$ cat src/rtl/fpu_mul_pkg.sv
// ---------------------------------------------------------------------------
// fpu_mul_pkg
// Shared constants and types for the single-precision multiplier back end.
//   - IEEE-754 single-precision field widths and special encodings
//   - default mantissa / exponent-sum widths of the normalize/round pipeline
//   - S1 -> S2 payload struct carried between normalize and round/pack
//   - small helper to assemble a single-precision word from its fields
// ---------------------------------------------------------------------------
package fpu_mul_pkg;

    // Pipeline datapath widths (mantissa incl. hidden bit, signed exponent sum)
    localparam int SIZE_DATA_DEF = 24;
    localparam int SIZE_EXP_DEF  = 10;

    // IEEE-754 single-precision layout
    localparam int FP_WIDTH  = 32;
    localparam int FP_EXP_W  = 8;
    localparam int FP_FRAC_W = 23;

    localparam int EXP_BIAS = 127;
    localparam int EXP_MAX  = 255;

    localparam logic [FP_WIDTH-1:0] QNAN = 32'h7FC0_0000;

    // Normalized payload handed from S1 to S2. The exponent carries one
    // guard bit above the input width so the +1 from an over-range product
    // can never wrap.
    typedef struct packed {
        logic                           sign;
        logic signed [SIZE_EXP_DEF:0]   exp;
        logic [SIZE_DATA_DEF-1:0]       man;
        logic                           inc;
        logic                           nan;
        logic                           inf;
        logic                           zero;
    } s1_payload_t;

    // Assemble a single-precision word from sign, biased exponent and fraction
    function automatic logic [FP_WIDTH-1:0] fp_pack(
        input logic                 sign,
        input logic [FP_EXP_W-1:0]  exp,
        input logic [FP_FRAC_W-1:0] frac
    );
        return {sign, exp, frac};
    endfunction

endpackage

$ cat src/rtl/mul_round_inc.sv
// ---------------------------------------------------------------------------
// mul_round_inc
// Rounding incrementer with renormalization. Adds the round increment to the
// mantissa one bit wider than the mantissa; a carry-out means the mantissa
// rolled over to 2.0, so it is replaced by 1.0 and the exponent bumped.
// Ports:
//   i_man  [SIZE_DATA-1:0]   normalized mantissa (hidden bit at MSB)
//   i_inc                    round increment (0/1)
//   i_exp  [SIZE_EXP_W-1:0]  signed exponent
//   o_man  [SIZE_DATA-1:0]   rounded mantissa
//   o_exp  [SIZE_EXP_W:0]    signed exponent after renormalization
// ---------------------------------------------------------------------------
module mul_round_inc #(
    parameter int SIZE_DATA  = 24,
    parameter int SIZE_EXP_W = 11
) (
    input  logic [SIZE_DATA-1:0]         i_man,
    input  logic                         i_inc,
    input  logic signed [SIZE_EXP_W-1:0] i_exp,
    output logic [SIZE_DATA-1:0]         o_man,
    output logic signed [SIZE_EXP_W:0]   o_exp
);

    localparam logic [SIZE_DATA-1:0]       MAN_ONE = {1'b1, {(SIZE_DATA-1){1'b0}}};
    localparam logic signed [SIZE_EXP_W:0] EXP_ONE = {{SIZE_EXP_W{1'b0}}, 1'b1};

    logic [SIZE_DATA:0]          w_sum;
    logic signed [SIZE_EXP_W:0]  w_exp_ext;

    assign w_sum     = {1'b0, i_man} + {{SIZE_DATA{1'b0}}, i_inc};
    assign w_exp_ext = {i_exp[SIZE_EXP_W-1], i_exp};

    // Select rounded mantissa, renormalizing on carry-out
    always_comb begin
        o_man = w_sum[SIZE_DATA-1:0];
        o_exp = w_exp_ext;
        if (w_sum[SIZE_DATA]) begin
            o_man = MAN_ONE;
            o_exp = w_exp_ext + EXP_ONE;
        end else begin
            o_man = w_sum[SIZE_DATA-1:0];
            o_exp = w_exp_ext;
        end
    end

endmodule

$ cat src/rtl/mul_norm_round.sv
// ---------------------------------------------------------------------------
// mul_norm_round
// Two-stage back end of a single-precision multiplier with valid/ready
// handshakes on both sides.
//   S1: normalize the raw mantissa product (shift right on bit-47 overflow)
//   S2: round (mul_round_inc), range check, special-case select, pack
// Ports:
//   i_clk, i_rst                clock, asynchronous active-high reset
//   i_valid / o_ready           upstream handshake
//   i_sign, i_exp, i_man,       product sign, biased exponent sum,
//   i_over, i_rnd               product bits [46:23], bit 47, round request
//   i_zero, i_inf, i_nan        operand special-case flags
//   o_valid / i_ready           downstream handshake
//   o_result                    IEEE-754 single-precision product
//   o_overflow, o_underflow     exception flags, qualified by o_valid
// ---------------------------------------------------------------------------
module mul_norm_round
    import fpu_mul_pkg::*;
#(
    parameter int SIZE_DATA = SIZE_DATA_DEF,
    parameter int SIZE_EXP  = SIZE_EXP_DEF
) (
    input  logic                 i_clk,
    input  logic                 i_rst,
    input  logic                 i_valid,
    output logic                 o_ready,
    input  logic                 i_sign,
    input  logic [SIZE_EXP-1:0]  i_exp,
    input  logic [SIZE_DATA-1:0] i_man,
    input  logic                 i_over,
    input  logic                 i_rnd,
    input  logic                 i_zero,
    input  logic                 i_inf,
    input  logic                 i_nan,
    output logic                 o_valid,
    input  logic                 i_ready,
    output logic [31:0]          o_result,
    output logic                 o_overflow,
    output logic                 o_underflow
);

    localparam logic signed [SIZE_EXP:0]   EXP_ONE   = {{SIZE_EXP{1'b0}}, 1'b1};
    localparam logic signed [SIZE_EXP+1:0] EXP_MAX_S = (SIZE_EXP+2)'(EXP_MAX);
    localparam logic signed [SIZE_EXP+1:0] EXP_ZERO  = {(SIZE_EXP+2){1'b0}};

    logic                        r_s1_valid;
    s1_payload_t                 r_s1;
    logic                        r_s2_valid;
    logic [31:0]                 r_result;
    logic                        r_overflow;
    logic                        r_underflow;

    logic                        w_s1_advance;
    logic                        w_in_ready;
    s1_payload_t                 w_norm;
    logic [SIZE_DATA-1:0]        w_rnd_man;
    logic signed [SIZE_EXP+1:0]  w_rnd_exp;
    logic [31:0]                 w_result;
    logic                        w_overflow;
    logic                        w_underflow;

    // S1 may hand over when S2 is empty or S2 is being drained this cycle
    assign w_s1_advance = !r_s2_valid | i_ready;
    assign w_in_ready   = !r_s1_valid | w_s1_advance;
    assign o_ready      = w_in_ready;

    // S1 normalize: a product >= 2.0 shifts right one place and the bit
    // shifted out becomes the round increment
    always_comb begin
        w_norm.sign = i_sign;
        w_norm.nan  = i_nan;
        w_norm.inf  = i_inf;
        w_norm.zero = i_zero;
        w_norm.exp  = {i_exp[SIZE_EXP-1], i_exp};
        w_norm.man  = i_man;
        w_norm.inc  = i_rnd;
        if (i_over) begin
            w_norm.man = {1'b1, i_man[SIZE_DATA-1:1]};
            w_norm.exp = $signed({i_exp[SIZE_EXP-1], i_exp}) + EXP_ONE;
            w_norm.inc = i_man[0];
        end else begin
            w_norm.man = i_man;
            w_norm.exp = {i_exp[SIZE_EXP-1], i_exp};
            w_norm.inc = i_rnd;
        end
    end

    // S1 occupancy: refilled or emptied whenever the stage can take a new entry
    always_ff @(posedge i_clk or posedge i_rst) begin
        if (i_rst) begin
            r_s1_valid <= 1'b0;
        end else if (w_in_ready) begin
            r_s1_valid <= i_valid;
        end
    end

    // S1 payload: no reset needed, qualified by r_s1_valid
    always_ff @(posedge i_clk) begin
        if (w_in_ready && i_valid) begin
            r_s1 <= w_norm;
        end
    end

    mul_round_inc #(
        .SIZE_DATA  (SIZE_DATA),
        .SIZE_EXP_W (SIZE_EXP + 1)
    ) u_round_inc (
        .i_man (r_s1.man),
        .i_inc (r_s1.inc),
        .i_exp (r_s1.exp),
        .o_man (w_rnd_man),
        .o_exp (w_rnd_exp)
    );

    // S2 pack: specials take priority and raise no flags; otherwise range check
    always_comb begin
        w_result    = 32'h0000_0000;
        w_overflow  = 1'b0;
        w_underflow = 1'b0;
        if (r_s1.nan) begin
            w_result = QNAN;
        end else if (r_s1.inf) begin
            w_result = fp_pack(r_s1.sign, 8'hFF, 23'h00_0000);
        end else if (r_s1.zero) begin
            w_result = fp_pack(r_s1.sign, 8'h00, 23'h00_0000);
        end else if (w_rnd_exp >= EXP_MAX_S) begin
            w_result   = fp_pack(r_s1.sign, 8'hFF, 23'h00_0000);
            w_overflow = 1'b1;
        end else if (w_rnd_exp <= EXP_ZERO) begin
            // flush to zero, denormals are not produced
            w_result    = fp_pack(r_s1.sign, 8'h00, 23'h00_0000);
            w_underflow = 1'b1;
        end else begin
            w_result = fp_pack(r_s1.sign, w_rnd_exp[7:0],
                               w_rnd_man[SIZE_DATA-2 -: FP_FRAC_W]);
        end
    end

    // S2 / output register: holds while the downstream stalls
    always_ff @(posedge i_clk or posedge i_rst) begin
        if (i_rst) begin
            r_s2_valid  <= 1'b0;
            r_result    <= 32'h0000_0000;
            r_overflow  <= 1'b0;
            r_underflow <= 1'b0;
        end else if (w_s1_advance) begin
            r_s2_valid <= r_s1_valid;
            if (r_s1_valid) begin
                r_result    <= w_result;
                r_overflow  <= w_overflow;
                r_underflow <= w_underflow;
            end
        end
    end

    assign o_valid     = r_s2_valid;
    assign o_result    = r_result;
    assign o_overflow  = r_overflow;
    assign o_underflow = r_underflow;

endmodule
$ cat config.mk
export PLATFORM = sky130hd
export DESIGN_NAME = mul_norm_round
export DESIGN_NICKNAME = d
export VERILOG_FILES = /design/src/rtl/fpu_mul_pkg.sv /design/src/rtl/mul_round_inc.sv /design/src/rtl/mul_norm_round.sv
export SDC_FILE = /design/constraint.sdc
export NUM_CORES = 1
export LEC_CHECK = 0
export CORE_MARGIN = 2
export CORE_UTILIZATION = 33
export CTS_CLUSTER_DIAMETER = 200
export DETAILED_ROUTE_END_ITERATION = 16
export DONT_BUFFER_PORTS = 1
export PLACE_DENSITY = 0.52
export SLEW_MARGIN = 20
export SYNTH_ARGS = -nofsm -noshare
export SYNTH_HDL_FRONTEND = slang
export SYNTH_SLANG_ARGS = --single-unit
$ cat constraint.sdc
create_clock -name i_clk -period 3.8 [get_ports i_clk]
set_input_delay 0.76 -clock i_clk [delete_from_list [all_inputs] [get_ports i_clk]]
set_output_delay 0.76 -clock i_clk [all_outputs]
set_load 0.02 [all_outputs]
==> flow_summary_export.csv, run 1 <==
group,metric,value,unit
floorplanning,die-width,116,um
floorplanning,die_area,0.0134,mm^2
layout,regArea,0.00210,mm^2
sta,final_max_slew_viol_count,0,
synthesis,ys_seq_area_frac,0.510,
routing,drc,0,
global_routing,grt_use_met3,0.0659,
clocking,postCtsHoldBufs,0,
routing,drt-total-wl,9450,um
sta,skew,0.0116,ns
synthesis,ys_seq_elements,76,
synthesis,yosysWarnings,0,
sta,finalHoldViolCount,0,
floorplanning,start_util,0.340,
routing,routed_via_density,5.09,
sta,min_period_over_period,0.795,
global_routing,met1_usage,0.194,
synthesis,postSynthAreaPerCell,11.0,um^2
global_routing,grt_pass1_vias,2834,
worst_setup_path,critPathArrivalTime,3.27,ns
routing,ant_nets,0,
synthesis,synth-edff-count,40,
clocking,cts_setup_buffers,0,
sta,tns,0,ns
placed_design,place_congestion,0.845,
clocking,clock-sinks,76,
layout,area_delta_synth_final,12.1,%
floorplanning,core,0.0121,mm^2
synthesis,netlist_area,0.00412,mm^2
sta,worstMarginPinSlew,0.973,ns
floorplanning,core.rowCount,40,
worst_setup_path,rr_worst_depth,10,
layout,diodes,0,
worst_setup_path,cp-end-kind,"flop",
power_and_ir_drop,leakage,1.64,nW
sta,timing.slew.headroom,0.352,
worst_setup_path,crit_slowest_cell,"nand4b_2",
layout,layout-drive-gt1-share,0.186,
clocking,clock_latency,0.34,ns
sta,fmax,331,MHz
power_and_ir_drop,powerDensity,456,mW/mm^2
worst_setup_path,crit_path_frequent_cell,"ha_1",
clocking,cts_buffer_depth,2,
layout,multi_input_area,0.00193,mm^2
synthesis,syn_nets,424,
synthesis,ys.flop_type,"edfxtp_1",
routing,wl_per_cell,17.2,um
global_routing,met2_usage,0.233,
layout,finalNonFillerCells,549,
clocking,cts_tree,"yes",
synthesis,synth_cells,376,
synthesis,synth_area_leaders,"edfxtp_1 (29%), dfrtp_1 (22%), mux2_2 (7.1%), nand2_1 (5.3%), xnor2_1 (4.3%)",
synthesis,synth.distinct_cells,61,
worst_setup_path,reg2reg_slack,0.78,ns
worst_setup_path,cp.depth,10,
floorplanning,die_h,116,um
flow_run,max-cap-violations,0,
worst_setup_path,cp_data_required_time,4.05,ns
global_routing,grt_use_total,0.153,
global_routing,grt_max_degree,41,
global_routing,globalRouteOverflowTotal,0,
routing,drt_pass1_iterations,4,
clocking,clockRootBuffer,"clkbuf_16",
sta,rsz0062_at_grt,"false",
sta,timing.hold.ws,0.434,ns
synthesis,netlist.area_leader.share,0.292,
worst_setup_path,cp_cell_sequence,"ha_1 > ha_1 > nand3_1 > nor4_2 > buf_4 > nand2_2 > o31a_1 > a311oi_2 > nand4b_2 > o21ai_0",
clocking,clkTransAtPathRegs,0.06,ns
outcome,outcome,"completed",
synthesis,async_reset_ff_frac,0.474,
worst_setup_path,start_kind,"flop",
routing,drt_iter0_markers,138,
power_and_ir_drop,ir_drop,205,uV
layout,fillers,1254,
sta,setup_viol_count_final,0,
worst_hold_path,hold_class,"input pin to async pin",
worst_setup_path,crit_fanout,11,
routing,vias,2796,
placed_design,dp.cells,533,
floorplanning,design.portCount,80,
clocking,cts_buffers,9,
worst_setup_path,crit_family,"simple AND/OR/NAND/NOR gates",
global_routing,antenna_found_initial,0,
synthesis,yosysTopAreaCell,"edfxtp_1",
sta,period_needed,3.02,ns
clocking,post_cts_resize_count,0,
global_routing,grt_pass1_wl,15400,um
clocking,cts_max_level,3,
worst_setup_path,crit_type,"flop to flop",
global_routing,grt-busiest-layer,"met2",
placed_design,place.detailed.hpwl,7020,um
worst_setup_path,critical-path-max-stage-delay,0.48,ns
placed_design,numPortBuffers,0,
worst_setup_path,path_buf_inv,1,
layout,final_nets,424,
metrics by stage:
stage                     setup WS, ns  power (mW)  area, um^2  utilization
after floorplan                   1.18        1.15        4120            -
after CTS                        0.746        2.13        4620        0.381
final                            0.778        2.10        4620        0.381
after global routing             0.533        2.20        4620        0.381
after detailed placement         0.768        1.20        4290        0.355
after global placement           0.852        1.20        4290        0.355
cell families (layout without fill, tap and decap cells):
kind of cell / count (synthesis) / after routing / share of synthesized area
AND/OR/NAND/NOR: 146 / 146 / 0.189
adder cells (fa/ha/maj): 4 / 4 / 0.0121
multiplexers: 27 / 27 / 0.0735
flip-flops: 76 / 76 / 0.510
AO/OA/AOI/OAI: 63 / 63 / 0.111
buffers and inverters: 22 / 27 / 0.0228
XOR/XNOR: 38 / 38 / 0.0808
synth_stat cells (all sizes together), types with 6 or more instances:
library cell / instances
nand3: 14
clkbuf: 9
nor2: 17
nand2: 59
o21ai: 32
edfxtp: 40
a31oi: 8
xor2: 18
buf: 6
mux2: 26
nor3: 7
nand4: 15
dfrtp: 36
nand2b: 6
inv: 7
xnor2: 20
routing by layer:
metal	share of wire	vias up
li1	-	1370
met1	0.44	1336
met2	0.46	75
met3	0.085	15
met4	0.019	0
met5	0	-
power by group:
part           switching [mW]  leakage [nW]  total (mW)  internal (mW)
clock network           0.347         0.156       0.925          0.578
registers              0.0780         0.844        1.01          0.932
logic                  0.0976         0.643       0.170         0.0719
total                   0.523          1.64        2.10           1.58
area by class of cell:
cell class,count,share of cell area
flip-flops and latches,76,0.455
multi-input cells,278,0.417
clock buffers,9,0.0488
well taps,168,0.0455
clock inverters,7,0.0214
repair buffers,4,0.00650
inverters,7,0.00569
final timing paths:
kind,start,endpoint
min in group i_clk,r_s1[39],o_result[31]
hold / removal,i_rst,o_result[31]
max in group asynchronous,i_rst,o_result[11]
hold reg to reg,r_s1[39],o_result[31]
setup / recovery,r_s1[4],o_result[11]
setup reg to reg,r_s1[4],o_result[11]
sequential cells by signal, indices dropped and copies added, names as in the netlist:
register / cells
o_overflow: 1
o_result: 32
o_underflow: 1
o_valid: 1
r_s1: 40
r_s1_valid: 1
layout by cell type (no fill, tap or decap), types with 2 or more instances in the layout:
cell type  count
nand3b_1       3
inv_1          7
o2111ai_1      2
o21a_1         2
bufinv_16      2
o21ai_0       21
xnor2_1       20
and2_1         2
and3_1         5
dfrtp_1       36
nand4_1       14
nand2b_1       6
and2_2         2
or4_1          2
clkinv_4       2
mux2_2        26
o21ai_2        8
and4_1         2
a21oi_1        3
nand2_1       58
xor2_1        18
nand3_1       13
clkbuf_16      9
buf_4          4
nor3_1         7
a311o_1        2
o21ai_1        2
nor4_2         2
a31oi_1        7
a21boi_0       2
nor2_1        17
ha_1           4
edfxtp_1      40
Note: power is estimated with default switching activity, not from simulation.
==> run 2, diff against run 1 <==
PLACE_DENSITY = 0.53   (was 0.52)
clock period = 2.5 ns   (was 3.8 ns; I/O delays follow)
==> run 2 against run 1 <==
Net effect: the flow now finishes with violations (negative setup slack); sequential power up 50%; sequential cell count unchanged; combinational power up 100%; core utilization up 4.6 points; die area unchanged; critical endpoint is now o_result[7]; largest cell class unchanged.
==> flow_summary_export.csv, run 2 (synthesized netlist as in run 1, its figures left out) <==
group,metric,value,unit
sta,timing.slew.headroom,0.647,
routing,drc,0,
worst_setup_path,cp.depth,11,
floorplanning,start_util,0.340,
sta,fmax,397,MHz
sta,timing.hold.ws,0.149,ns
global_routing,grt_use_total,0.153,
power_and_ir_drop,ir_drop,396,uV
layout,area_delta_synth_final,25.5,%
sta,setup_slack,-0.0170,ns
worst_setup_path,cp-end-kind,"flop",
global_routing,grt_max_degree,41,
global_routing,antenna_found_initial,0,
worst_setup_path,cp_data_required_time,2.73,ns
placed_design,dp.cells,572,
flow_run,max-cap-violations,0,
sta,worstMarginPinSlew,0.530,ns
layout,regArea,0.00210,mm^2
floorplanning,core.rowCount,40,
routing,drt_iter0_markers,208,
worst_setup_path,rr_startpoint,"r_s1[3]",
power_and_ir_drop,powerDensity,640,mW/mm^2
layout,multi_input_area,0.00209,mm^2
outcome,outcome,"complete, but fails checks",
worst_setup_path,crit_path_frequent_cell,"buf_6",
outcome,violations,"negative setup slack",
sta,finalHoldViolCount,0,
sta,setup_viol_count_final,1,
clocking,cts_tree,"yes",
sta,min_period_over_period,1.01,
clocking,clock-sinks,76,
layout,regMostFlops,"r_s1",
routing,wl_per_cell,16.5,um
layout,fin_util,0.427,
clocking,clockRootBuffer,"clkbuf_16",
layout,fillers,1185,
global_routing,grt_pass1_wl,15500,um
worst_setup_path,critPathArrivalTime,2.75,ns
layout,diodes,0,
floorplanning,die_area,0.0134,mm^2
placed_design,numPortBuffers,0,
worst_setup_path,start_kind,"flop",
global_routing,globalRouteOverflowTotal,0,
layout,final_common_cell,"nand2_1",
routing,ant_nets,0,
sta,period_needed,2.52,ns
layout,finalNonFillerCells,597,
placed_design,place_congestion,0.884,
worst_setup_path,critical-path-max-stage-delay,0.44,ns
routing,drt_pass1_iterations,4,
global_routing,grt_pass1_vias,3077,
clocking,cts_max_level,3,
sta,tns,-0.0170,ns
worst_setup_path,crit_fanout,3,
worst_setup_path,path_buf_inv,3,
floorplanning,die_h,116,um
sta,skew,0.00795,ns
worst_setup_path,cp_cell_sequence,"ha_2 > ha_4 > nand3_4 > buf_6 > or4_4 > buf_6 > a211oi_2 > a21o_1 > a311oi_4 > buf_4 > a32o_1",
clocking,postCtsHoldBufs,0,
power_and_ir_drop,leakage,1.95,nW
worst_setup_path,rr_worst_depth,11,
worst_hold_path,hold_class,"input pin to async pin",
worst_setup_path,crit_end,"o_result[7]",
worst_setup_path,reg2reg_slack,-0.02,ns
clocking,cts_buffer_depth,2,
worst_setup_path,r2r-end,"o_result[7]",
worst_setup_path,crit_family,"compound AO/OA/AOI/OAI gates",
sta,rsz0062_at_grt,"true",
worst_setup_path,crit_slowest_cell,"or4_4",
sta,final_max_slew_viol_count,0,
clocking,cts_buffers,9,
placed_design,place.detailed.hpwl,7250,um
layout,largest_register_ffs,40,
clocking,clock_latency,0.34,ns
layout,final_cell_mix,"nand2_1 (57), buf_4 (45), edfxtp_1 (40), dfrtp_1 (36), mux2_2 (25)",
layout,final_nets,472,
floorplanning,core,0.0121,mm^2
routing,drt-total-wl,9850,um
floorplanning,die-width,116,um
worst_setup_path,cp-startpoint,"r_s1[3]",
worst_setup_path,crit_type,"flop to flop",
routing,vias,3009,
routing,routed_via_density,5.04,
clocking,clkTransAtPathRegs,0.06,ns
layout,layout-drive-gt1-share,0.312,
floorplanning,design.portCount,80,
==> run 2: cell count changes in the layout (fill, tap and decap cells not counted), moves of 6 or more <==
cell	delta
buf_4	+41
buf_6	+6
o21ai_0	-11
o21ai_1	+10
==> run 2: stage by stage <==
| stage | worst slack (ns) | total power [mW] | area (um^2) |
|---|---|---|---|
| after detailed placement | -0.295 | 1.86 | 4590 |
| after CTS | 0.00150 | 3.33 | 5070 |
| after global routing | -0.0972 | 3.45 | 5170 |
| final | -0.0170 | 3.31 | 5170 |
| after floorplan | 0.00590 | 1.75 | 4120 |
| after global placement | -0.155 | 1.85 | 4590 |
==> run 2: worst min path at each step <==
stage	cells past startpoint	startpoint	to	slack (ns)
floorplan	2	r_s1[39]	o_result[31]	0.45
global placement	2	r_s1[39]	o_result[31]	0.46
detailed placement	2	r_s1[39]	o_result[31]	0.48
CTS	2	i_rst	o_result[13]	0.16
global route	2	i_rst	o_result[3]	0.18
finish	2	i_rst	o_result[3]	0.15
==> run 2: repair_timing <==
action / CTS / global route
hold endpoints to repair: 0 / 0
buffers inserted: 5 / 3
gates cloned: 0 / 1
resized for setup: 19 / 27
setup endpoints to repair: 33 / 33
pin swaps: 8 / 10
==> run 2: metal layers <==
metal | wire length, um | vias to the layer above | track usage
li1 | - | 1474 | -
met1 | 4210 | 1432 | 0.183
met2 | 4710 | 89 | 0.247
met3 | 772 | 14 | 0.0649
met4 | 146 | 0 | 0.0571
met5 | 0 | - | 0
==> run 2: area by class of cell <==
class,count,area share
timing repair buffer,51,0.0784
tap,168,0.0406
sequential,76,0.406
clock inverter,6,0.0181
multi-input combinational,279,0.405
inverter,7,0.00508
clock buffer,10,0.0462
==> run 2: power by group <==
group          switching (mW)  total, mW  internal [mW]
logic                   0.188      0.345          0.157
registers               0.103       1.52           1.41
clock network           0.534       1.45          0.911
==> run 3, diff against run 2 <==
ABC_AREA = 1   (was default)
CTS_CLUSTER_SIZE = 8   (was default)
MAX_ROUTING_LAYER = met4   (was default)
==> run 3 against run 2 <==
Net effect: the run now ends clean; sequential power is 5% higher; area after synthesis rose by 3.8%; final area decreased by 2.9%; worst setup slack better by 0.23 ns; worst hold slack got worse by 0.092 ns; final cell count is 21% higher; count of clock-buffer cells in the layout is 1 higher; synthesized cell count rose by 39%; clock skew about the same; die area up 3.6%; clock power decreased by 8%; critical path depth is 6 higher; largest cell class unchanged; largest power group unchanged.
==> flow_summary_export.csv, run 3 <==
group,metric,value,unit
synthesis,postSynthAreaPerCell,8.16,um^2
power_and_ir_drop,combPwrFrac,0.119,
power_and_ir_drop,swShare,0.282,
worst_setup_path,crit_slowest_cell,"edfxtp_1",
placed_design,place.detailed.hpwl,7420,um
layout,regArea,0.00210,mm^2
clocking,cts_tree,"yes",
clocking,clock-sinks,76,
routing,routed_via_density,4.61,
power_and_ir_drop,total_power,3.33,mW
synthesis,ys_seq_area_frac,0.492,
power_and_ir_drop,powerDensity,663,mW/mm^2
synthesis,synth-edff-count,40,
sta,fmax,437,MHz
power_and_ir_drop,power_frac_clock,0.400,
placed_design,placed_area,0.00452,mm^2
layout,fin_util,0.398,
layout,finalNonFillerCells,720,
synthesis,synth.most_common_cell,"nand2_1",
layout,largest_register_ffs,40,
synthesis,yosysTopAreaCell,"edfxtp_1",
placed_design,numPortBuffers,0,
routing,ant_nets,0,
worst_setup_path,start_kind,"flop",
synthesis,netlist_area,0.00428,mm^2
sta,setup_viol_count_final,0,
sta,finalHoldViolCount,0,
synthesis,ys.flop_type,"edfxtp_1",
clocking,clkTransAtPathRegs,0.06,ns
floorplanning,start_util,0.339,
placed_design,dp.cells,695,
sta,period_needed,2.29,ns
routing,drt_pass1_iterations,4,
layout,fillers,1326,
clocking,cts_buffer_depth,2,
layout,regMostFlops,"r_s1",
synthesis,ys_seq_elements,76,
routing,drt-total-wl,9670,um
synthesis,yosysWarnings,0,
floorplanning,design.portCount,80,
routing,vias,3321,
worst_hold_path,hold_class,"input pin to async pin",
synthesis,synth_cells,524,
placed_design,pre_cts_ws,-0.00834,ns
worst_setup_path,cp_data_required_time,2.73,ns
worst_setup_path,cp_cell_sequence,"ha_4 > ha_4 > nand2_2 > nor2_4 > buf_6 > nand2_1 > nor2_2 > nand4_1 > nand2_1 > nand2_1 > nor2_1 > nand2_1 > nand2_2 > nand2_4 > nand3_4 > clkbuf_16 > o21ai_1",
global_routing,antenna_found_initial,0,
global_routing,grt_pass1_vias,3230,
layout,area_delta_synth_final,17.5,%
layout,final_nets,591,
floorplanning,die_h,118,um
global_routing,grt_max_degree,41,
power_and_ir_drop,leakage,2.32,nW
layout,final_common_cell,"nand2_1",
power_and_ir_drop,ir_drop,280,uV
routing,drt_iter0_markers,145,
global_routing,grt_use_total,0.149,
sta,rsz0062_at_grt,"false",
routing,wl_per_cell,13.4,um
clocking,clockRootBuffer,"clkbuf_16",
synthesis,syn_nets,572,
sta,min_period_over_period,0.915,
outcome,outcome,"completed",
clocking,cts_buffers,9,
sta,skew,0.00825,ns
layout,layout-drive-gt1-share,0.150,
floorplanning,core.rowCount,41,
synthesis,netlist.area_leader.share,0.281,
global_routing,globalRouteOverflowTotal,0,
worst_setup_path,crit_type,"flop to flop",
layout,multi_input_area,0.00202,mm^2
synthesis,async_reset_ff_frac,0.474,
sta,timing.hold.ws,0.0568,ns
clocking,postCtsHoldBufs,0,
worst_setup_path,crit_fanout,7,
floorplanning,die-width,118,um
layout,final_cell_mix,"nand2_1 (197), inv_1 (41), edfxtp_1 (40), dfrtp_1 (36)",
power_and_ir_drop,seqPwrFrac,0.482,
sta,tns,0,ns
sta,final_max_slew_viol_count,0,
worst_setup_path,critPathArrivalTime,2.51,ns
worst_setup_path,critical-path-max-stage-delay,0.37,ns
global_routing,grt_pass1_wl,15900,um
layout,stdcell_area,0.00502,mm^2
clocking,clock_latency,0.34,ns
flow_run,max-cap-violations,0,
layout,diodes,0,
floorplanning,die_area,0.0139,mm^2
sta,timing.slew.headroom,0.528,
routing,drc,0,
power_and_ir_drop,switching_power,938,uW
sta,worstMarginPinSlew,0.704,ns
worst_setup_path,path_buf_inv,2,
sta,setup_slack,0.213,ns
worst_setup_path,crit_family,"simple AND/OR/NAND/NOR gates",
synthesis,synth.distinct_cells,32,
synthesis,synth_common_cells,"nand2_1 (200), inv_1 (41), edfxtp_1 (40)",
floorplanning,core,0.0126,mm^2
worst_setup_path,crit_path_frequent_cell,"nand2_1",
worst_setup_path,cp-end-kind,"flop",
synthesis,synth_area_leaders,"edfxtp_1 (28%), dfrtp_1 (21%), nand2_1 (18%), xor2_1 (5.1%), nand3_1 (4.2%)",
clocking,cts_max_level,3,
power_and_ir_drop,intPower,2.39,mW
placed_design,place_congestion,0.847,
## run 3: kinds of logic after synthesis
group,count (synthesis),share of synthesized area
AND/OR/NAND/NOR,314,0.318
flip-flops,76,0.492
buffers and inverters,59,0.0574
AO/OA/AOI/OAI,40,0.0579
XOR/XNOR,31,0.0635
adder cells (fa/ha/maj),4,0.0117
## run 3: worst paths after layout
kind,start,endpoint,slack [ns],cells after the start
worst max-delay path,r_s1[3],o_result[10],0.21,17
worst min-delay path,i_rst,o_result[31],0.06,1
worst max register to register,r_s1[3],o_result[10],0.21,17
worst min register to register,r_s1[39],o_result[31],0.48,1
max in group asynchronous,i_rst,o_result[1],1.74,2
min in group i_clk,i_sign,r_s1[39],0.25,0
## run 3: metal layers
| metal | GRT usage | part of all wire |
|---|---|---|
| met3 | 0.0407 | 0.056 |
| met5 | - | 0 |
| met2 | 0.226 | 0.46 |
| met1 | 0.186 | 0.46 |
| met4 | 0.0640 | 0.025 |
## run 3: layout make-up
| type | instances | area share |
|---|---|---|
| clock buffers | 11 | 0.0548 |
| multi-input cells | 389 | 0.402 |
| repair buffers | 21 | 0.0381 |
| flip-flops and latches | 76 | 0.419 |
| inverters | 46 | 0.0359 |
| well taps | 172 | 0.0428 |
| clock inverters | 5 | 0.00772 |
## run 3: power by group through the flow
| stage | Combinational, mW | Sequential (mW) | Clock, mW |
|---|---|---|---|
| detailed placement | 0.374 | 1.63 | 0 |
| finish | 0.396 | 1.60 | 1.33 |
| floorplan | 0.297 | 1.60 | 0 |
| CTS | 0.376 | 1.60 | 1.36 |
| global route | 0.459 | 1.62 | 1.42 |
| global placement | 0.364 | 1.63 | 0 |
## run 3: timing repair
action	in CTS	in global routing
endpoints found under the setup margin	7	32
gates resized for setup	1	23
setup buffers	0	8
cloned	0	1
pin swaps	0	7
## run 3: worst reg2reg max path, cell delays in order (launching register included)
cell and delay, ns:
edfxtp_1 0.37, ha_4 0.16, ha_4 0.13, nand2_2 0.06
nor2_4 0.14, buf_6 0.12, nand2_1 0.05, nor2_2 0.14
nand4_1 0.10, nand2_1 0.09, nand2_1 0.07, nor2_1 0.13
nand2_1 0.09, nand2_2 0.08, nand2_4 0.06, nand3_4 0.14
clkbuf_16 0.19, o21ai_1 0.05
